$ cat src/rtl/alu_op_sequencer.sv
// alu_op_sequencer
//   Issue/completion controller around the execute-stage ALU. Takes one
//   decoded op per valid/ready handshake. Single-cycle ops complete in one
//   cycle. Multiply runs for MUL_CYCLES cycles. Divide/modulus uses a
//   32-step restoring divider. Upstream issue is stalled while a multi-cycle
//   op is in flight. The sequencer owns the compare flags. Every result is
//   returned through a held valid/ready output register.
//
// Ports
//   clk, reset             rising-edge clock, synchronous active-high reset
//   in_valid / in_ready    op handshake (op, A, B sampled on transfer)
//   op[3:0]                0 add, 1 sub, 2 mul, 3 div, 4 mod, 5 cmp, 6 or,
//                          7 and, 8 not, 9 mov, 10 lsl, 11 lsr, 12 asr
//   A[31:0], B[31:0]       operands
//   out_valid / out_ready  result handshake toward writeback
//   result[31:0]           held result
//   flag_eq, flag_gt       A==B and unsigned A>B from the last completed cmp
module alu_op_sequencer #(
    parameter int MUL_CYCLES = 4
) (
    input  logic        clk,
    input  logic        reset,
    input  logic        in_valid,
    output logic        in_ready,
    input  logic [3:0]  op,
    input  logic [31:0] A,
    input  logic [31:0] B,
    output logic        out_valid,
    input  logic        out_ready,
    output logic [31:0] result,
    output logic        flag_eq,
    output logic        flag_gt
);

    localparam int DATA_W = 32;

    localparam logic [3:0] OP_ADD = 4'd0;
    localparam logic [3:0] OP_SUB = 4'd1;
    localparam logic [3:0] OP_MUL = 4'd2;
    localparam logic [3:0] OP_DIV = 4'd3;
    localparam logic [3:0] OP_MOD = 4'd4;
    localparam logic [3:0] OP_CMP = 4'd5;
    localparam logic [3:0] OP_OR  = 4'd6;
    localparam logic [3:0] OP_AND = 4'd7;
    localparam logic [3:0] OP_NOT = 4'd8;
    localparam logic [3:0] OP_MOV = 4'd9;
    localparam logic [3:0] OP_LSL = 4'd10;
    localparam logic [3:0] OP_LSR = 4'd11;
    localparam logic [3:0] OP_ASR = 4'd12;

    localparam bit         MUL_MULTI = (MUL_CYCLES > 1);
    localparam logic [4:0] MUL_LOAD  = 5'(MUL_CYCLES - 1);

    typedef enum logic [1:0] {IDLE, MUL, DIV} stateT;

    // Shift amounts use the full 32-bit B; anything >= 32 saturates.
    function automatic logic [DATA_W-1:0] shiftLeft(input logic [DATA_W-1:0] a,
                                                    input logic [DATA_W-1:0] amt);
        if (|amt[DATA_W-1:5]) shiftLeft = '0;
        else                  shiftLeft = a << amt[4:0];
    endfunction

    function automatic logic [DATA_W-1:0] shiftRightLogic(input logic [DATA_W-1:0] a,
                                                          input logic [DATA_W-1:0] amt);
        if (|amt[DATA_W-1:5]) shiftRightLogic = '0;
        else                  shiftRightLogic = a >> amt[4:0];
    endfunction

    function automatic logic [DATA_W-1:0] shiftRightArith(input logic [DATA_W-1:0] a,
                                                          input logic [DATA_W-1:0] amt);
        logic signed [DATA_W-1:0] aSigned;
        aSigned = a;
        if (|amt[DATA_W-1:5]) shiftRightArith = {DATA_W{a[DATA_W-1]}};
        else                  shiftRightArith = aSigned >>> amt[4:0];
    endfunction

    // Result of any op that completes at the accept edge. div/mod only
    // reach here with a zero divisor, and mul only when MUL_CYCLES == 1.
    function automatic logic [DATA_W-1:0] singleCycleResult(input logic [3:0] code,
                                                            input logic [DATA_W-1:0] a,
                                                            input logic [DATA_W-1:0] b);
        case (code)
            OP_ADD:  singleCycleResult = a + b;
            OP_SUB:  singleCycleResult = a - b;
            OP_MUL:  singleCycleResult = a * b;
            OP_OR:   singleCycleResult = a | b;
            OP_AND:  singleCycleResult = a & b;
            OP_NOT:  singleCycleResult = ~a;
            OP_MOV:  singleCycleResult = b;
            OP_LSL:  singleCycleResult = shiftLeft(a, b);
            OP_LSR:  singleCycleResult = shiftRightLogic(a, b);
            OP_ASR:  singleCycleResult = shiftRightArith(a, b);
            default: singleCycleResult = '0;  // div/mod by zero, cmp, illegal
        endcase
    endfunction

    stateT              state;
    stateT              stateNext;
    logic [4:0]         count;
    logic [4:0]         countNext;
    logic               outValidR;
    logic [DATA_W-1:0]  resultR;
    logic               flagEqR;
    logic               flagGtR;

    logic [DATA_W-1:0]  mulA;
    logic [DATA_W-1:0]  mulB;
    logic [DATA_W-1:0]  dividend;   // shifts left; ends up holding the quotient
    logic [DATA_W-1:0]  divisor;
    logic [DATA_W-1:0]  remainder;
    logic               divIsMod;

    logic               slotFree;
    logic               accept;
    logic               startMul;
    logic               startDiv;
    logic               complete;
    logic [DATA_W-1:0]  completeVal;
    logic               divStep;
    logic [DATA_W-1:0]  mulLow;
    logic [DATA_W:0]    remShift;
    logic [DATA_W:0]    remDiff;
    logic               stepGe;
    logic [DATA_W-1:0]  remStep;
    logic [DATA_W-1:0]  dividendStep;

    assign slotFree = !outValidR || out_ready;
    assign in_ready = (state == IDLE) && slotFree && !reset;
    assign accept   = in_valid && in_ready;
    assign startMul = accept && MUL_MULTI && (op == OP_MUL);
    assign startDiv = accept && ((op == OP_DIV) || (op == OP_MOD)) && (B != '0);

    assign mulLow = mulA * mulB;

    // One restoring-division step: shift the next dividend bit into the
    // partial remainder and subtract the divisor if it fits.
    assign remShift     = {remainder, dividend[DATA_W-1]};
    assign remDiff      = remShift - {1'b0, divisor};
    assign stepGe       = !remDiff[DATA_W];
    assign remStep      = stepGe ? remDiff[DATA_W-1:0] : remShift[DATA_W-1:0];
    assign dividendStep = {dividend[DATA_W-2:0], stepGe};

    always_comb begin
        stateNext   = state;
        countNext   = count;
        complete    = 1'b0;
        completeVal = '0;
        divStep     = 1'b0;
        case (state)
            IDLE: begin
                if (startMul) begin
                    stateNext = MUL;
                    countNext = MUL_LOAD;
                end else if (startDiv) begin
                    stateNext = DIV;
                    countNext = 5'd31;
                end else if (accept) begin
                    complete    = 1'b1;
                    completeVal = singleCycleResult(op, A, B);
                end
            end
            MUL: begin
                // The cycle that sees count==1 is the last multiply cycle;
                // count parks at 0 if the output slot is still occupied.
                if (count > 5'd1) begin
                    countNext = count - 5'd1;
                end else begin
                    countNext = '0;
                    if (slotFree) begin
                        complete    = 1'b1;
                        completeVal = mulLow;
                        stateNext   = IDLE;
                    end
                end
            end
            DIV: begin
                if (count != 5'd0) begin
                    countNext = count - 5'd1;
                    divStep   = 1'b1;
                end else if (slotFree) begin
                    // The final step is withheld until the slot can take it.
                    divStep     = 1'b1;
                    complete    = 1'b1;
                    completeVal = divIsMod ? remStep : dividendStep;
                    stateNext   = IDLE;
                end
            end
            default: stateNext = IDLE;
        endcase
    end

    always_ff @(posedge clk) begin
        if (reset) begin
            state     <= IDLE;
            count     <= '0;
            outValidR <= 1'b0;
            resultR   <= '0;
            flagEqR   <= 1'b0;
            flagGtR   <= 1'b0;
        end else begin
            state <= stateNext;
            count <= countNext;
            if (complete) begin
                outValidR <= 1'b1;
                resultR   <= completeVal;
            end else if (out_ready) begin
                outValidR <= 1'b0;
            end
            if (accept && (op == OP_CMP)) begin
                flagEqR <= (A == B);
                flagGtR <= (A > B);
            end
        end
    end

    // Operand and divider working registers need no reset: they are
    // always loaded at accept before being used.
    always_ff @(posedge clk) begin
        if (startMul) begin
            mulA <= A;
            mulB <= B;
        end
        if (startDiv) begin
            dividend  <= A;
            divisor   <= B;
            remainder <= '0;
            divIsMod  <= (op == OP_MOD);
        end else if (divStep) begin
            dividend  <= dividendStep;
            remainder <= remStep;
        end
    end

    assign out_valid = outValidR;
    assign result    = resultR;
    assign flag_eq   = flagEqR;
    assign flag_gt   = flagGtR;

endmodule

$ cat config.mk
export PLATFORM = sky130hd
export DESIGN_NAME = alu_op_sequencer
export DESIGN_NICKNAME = d
export VERILOG_FILES = /design/src/rtl/alu_op_sequencer.sv
export SDC_FILE = /design/constraint.sdc
export NUM_CORES = 2
export LEC_CHECK = 0
export CAP_MARGIN = 5
export CELL_PAD_IN_SITES_DETAIL_PLACEMENT = 0
export CELL_PAD_IN_SITES_GLOBAL_PLACEMENT = 1
export CORE_MARGIN = 2
export CORE_UTILIZATION = 45
export CTS_CLUSTER_DIAMETER = 30
export CTS_CLUSTER_SIZE = 28
export DETAILED_ROUTE_END_ITERATION = 12
export GPL_ROUTABILITY_DRIVEN = 0
export PLACE_DENSITY = 0.86
export SLEW_MARGIN = 40
export SYNTH_ARGS = -nofsm -noshare
export SYNTH_HDL_FRONTEND = slang
export SYNTH_SLANG_ARGS = --single-unit
$ cat constraint.sdc
create_clock -name clk -period 10.9 [get_ports clk]
set_input_delay 1.635 -clock clk [delete_from_list [all_inputs] [get_ports clk]]
set_output_delay 1.635 -clock clk [all_outputs]
set_load 0.005 [all_outputs]
==> out/qor.yml <==
status:
  status: "completed"
yosys:
  synthTopCellsByArea: "fa_1 (33%), ha_1 (9.9%), edfxtp_1 (8.1%)"
  yosysTopAreaCellShare_pct: 33.17
  yosysTopAreaCell: "fa_1"
  synth_warnings: 0
  synth_ff_type: "edfxtp_1"
  synth_most_common_cell: "inv_1"
  synth-async-reset-ratio_pct: 0
  syn_area_um2: 47740
  syn_avg_cell_area_um2: 8.515
  synth_xor_area_share_pct: 2.256
  synth_seq_cells: 203
  synth_common_cells: "inv_1 (1007), fa_1 (791), nand2_1 (735), nor2_1 (587), ha_1 (378)"
  synthMuxAreaShare_pct: 4.670
  ys_types: 96
  synth-simple-area-share_pct: 15.67
  synth_cells: 5607
  synth_nets: 6848
  synth-adder-area-share_pct: 43.07
  synth_edf_count: 129
  synth-compound-area-share_pct: 12.23
  synth_top_family_by_area: "adder cells"
  yosysSeqAreaShare_pct: 11.22
detailed_routing:
  vias_per_cell: 6.149
  remaining_drc_errors: 0
  num_vias: 43083
  drtAntennaViolNets: 0
  first_pass_iters: 9
  routedWlPerCell_um: 26.27
  drt_iter0_markers: 5551
  wl_um: 184100
power_and_ir_drop:
  power_density_nw_per_um2: 241.8
  ir_drop_uv: 607.2
  p_leak_uw: 0.02443
clock_network:
  numCtsBuffers: 44
  clk_pin_slew_ps: 50
  clock_sinks: 203
  post_cts_buffers: 0
  clock_latency_ps: 570
  cts_htree_levels: 2
  clk_path_buf_depth: 3
  hold_buffers: 0
  post_cts_resized: 0
  cts-root-buf: "clkbuf_16"
  cts_tree: "built"
global_routing:
  grt_max_degree: 77
  grt_antenna_before_repair: 24
  grt_pass1_wl_um: 275200
  grt_overflow_total: 0
  grt_usage_pct: 34.11
  grt_pass1_vias: 43190
final_layout:
  syn_to_final_growth_pct: 8.774
  drive_above_1_share_pct: 6.945
  utilization_pct: 49.34
  final_cells: 7007
  nets: 6806
die:
  ios: 108
  design.die.area_um2: 108700
  coreArea_um2: 105300
  row_count: 119
  die_h_um: 329.7
  fp.dieW_um: 329.7
  start_util_pct: 45.36
sta:
  rsz0062_at_grt: "no"
  fin_setup_tns_ps: 0
  period_share_pct: 87.06
  max_slew_margin_pct: 33.27
  worst_pin_slew_ps: 990.5
  whs_ps: 475.4
  fin_ws_ps: 1410
  hold_violations: 0
  layout_min_cycle_time_ps: 9490
  finClkSkew_ps: 40.26
  finalSetupViolCount: 0
  max_freq_mhz: 105.4
  slew_violations: 0
critical_path:
  crit_start: "B[15]"
  critPathSlowestCell: "clkdlybuf4s50_1"
  path_cells: "clkdlybuf4s50_1 -> inv_1 -> nor2_1 -> fa_1 -> fa_1 -> inv_1 -> fa_1 -> fa_1 -> fa_1 -> inv_1 -> fa_1 -> fa_1 -> fa_1 -> ha_1 -> nand4_1 -> nor3_1 -> o21a_1 -> a41o_1 -> o41ai_1 -> xor2_1 -> o21ai_0 -> o21ai_0 -> a311oi_1"
  ff2ff_path_depth: 24
  timing.critical_path.to: "result[27]"
  start_kind: "primary input"
  path_max_fanout: 15
  required_ps: 11330
  r2r_slack_ps: 2180
  crit-reg2reg-launch: "mulA[9]"
  reg2reg_to: "result[29]"
  max_stage_delay_ps: 920
  worstSetupEndpointType: "flop"
  cp_common_cell: "fa_1"
  critPathKind: "primary input to flop"
  cp_data_arrival_time_ps: 9920
worst_hold_path:
  hp-class: "flop to flop"
place:
  dp.cells: 6908
  pre_cts_slack_ps: 1110
  port_buffers: 107
  hpwl_um: 138600
flow_run:
  maxCapViolCount: 0
## worst max-delay path, delay by kind of cell
kind                       cells  cell delay [ps]
AOI/OAI and AO/OA              6             1480
buffers and inverters          4             1490
adders and majority gates      9             4310
xor gates and xnor gates       1              460
and+or+nand+nor                3              520
## layer usage
metal | GRT usage [%] | up-vias | routed length (um)
met1 | 42.32 | 21268 | 65810
met5 | 0 | - | 138
met4 | 20.53 | 18 | 14550
met2 | 51.16 | 3017 | 78770
met3 | 11.99 | 850 | 24840
li1 | - | 17930 | -
## cells in the final DEF, fill, tap and decap left out, types with 31 or more instances in the layout
cell type	instances
a21oi_1	205
ha_1	378
nor3_1	74
mux4_2	50
mux2i_1	63
inv_1	1002
mux2_2	41
nand2_1	733
xnor2_1	97
a221oi_1	31
clkbuf_16	45
o21ai_0	135
buf_4	143
nor2_1	583
o211ai_1	36
a21o_1	34
edfxtp_1	129
nand3_1	55
a211oi_1	81
o22ai_1	40
fa_1	791
clkdlybuf4s50_1	92
a31oi_1	33
and2_1	134
dfxtp_1	74
## report_power, final
part / switching, uW / internal (uW) / leakage (uW) / total, uW
clock: 484 / 893 / 0.000740 / 1380
sequential: 70.4 / 896 / 0.00177 / 967
combinational: 6250 / 3970 / 0.0219 / 10200
## flip-flops by register name, summed over array words and instances, names as in the netlist
register and count:
mulB 32, result 32, count 5, divIsMod 1
dividend 32, flag_eq 1, mulA 32, state 2
divisor 32, remainder 32, out_valid 1, flag_gt 1
## final cells by class
type / count / area [um2]
diodes: 15 / 37.54
clock buffers: 48 / 1147
clock inverters: 34 / 396.6
fillers: 9949 / 53330
inverters: 1019 / 3825
multi-input cells: 4043 / 37300
flip-flops and latches: 203 / 5355
well taps: 1391 / 1740
repair buffers: 254 / 2130
## worst min-delay path by stage
| stage | slack [ps] | start | cells after the start | to |
|---|---|---|---|---|
| 6_report | 480 | remainder[14] | 2 | remainder[14] |
| 5_1_grt | 500 | remainder[7] | 2 | remainder[7] |
| 4_1_cts | 470 | remainder[14] | 2 | remainder[14] |
| 3_5_place_dp | 470 | remainder[14] | 2 | remainder[14] |
| 3_3_place_gp | 460 | remainder[7] | 2 | remainder[7] |
| 2_1_floorplan | 450 | remainder[14] | 2 | remainder[14] |
## through the flow
step / power, uW / cell area (um2)
after floorplan: 7824 / 47740
after global placement: 10720 / 50280
after detailed placement: 10920 / 50340
after CTS: 12390 / 51890
after global routing: 13610 / 51900
final: 12560 / 51930
## logic make-up (layout without fill, tap and decap cells)
family                   count (synthesis)  in the layout
multiplexers                           155            155
other                                    0             15
flip-flops                             203            203
XOR/XNOR                               123            123
AND/OR/NAND/NOR                       1737           1737
AO/OA/AOI/OAI                          859            859
adder cells (fa/ha/maj)               1169           1169
buffers and inverters                 1361           1355
Note: power is estimated with default switching activity, not from simulation.
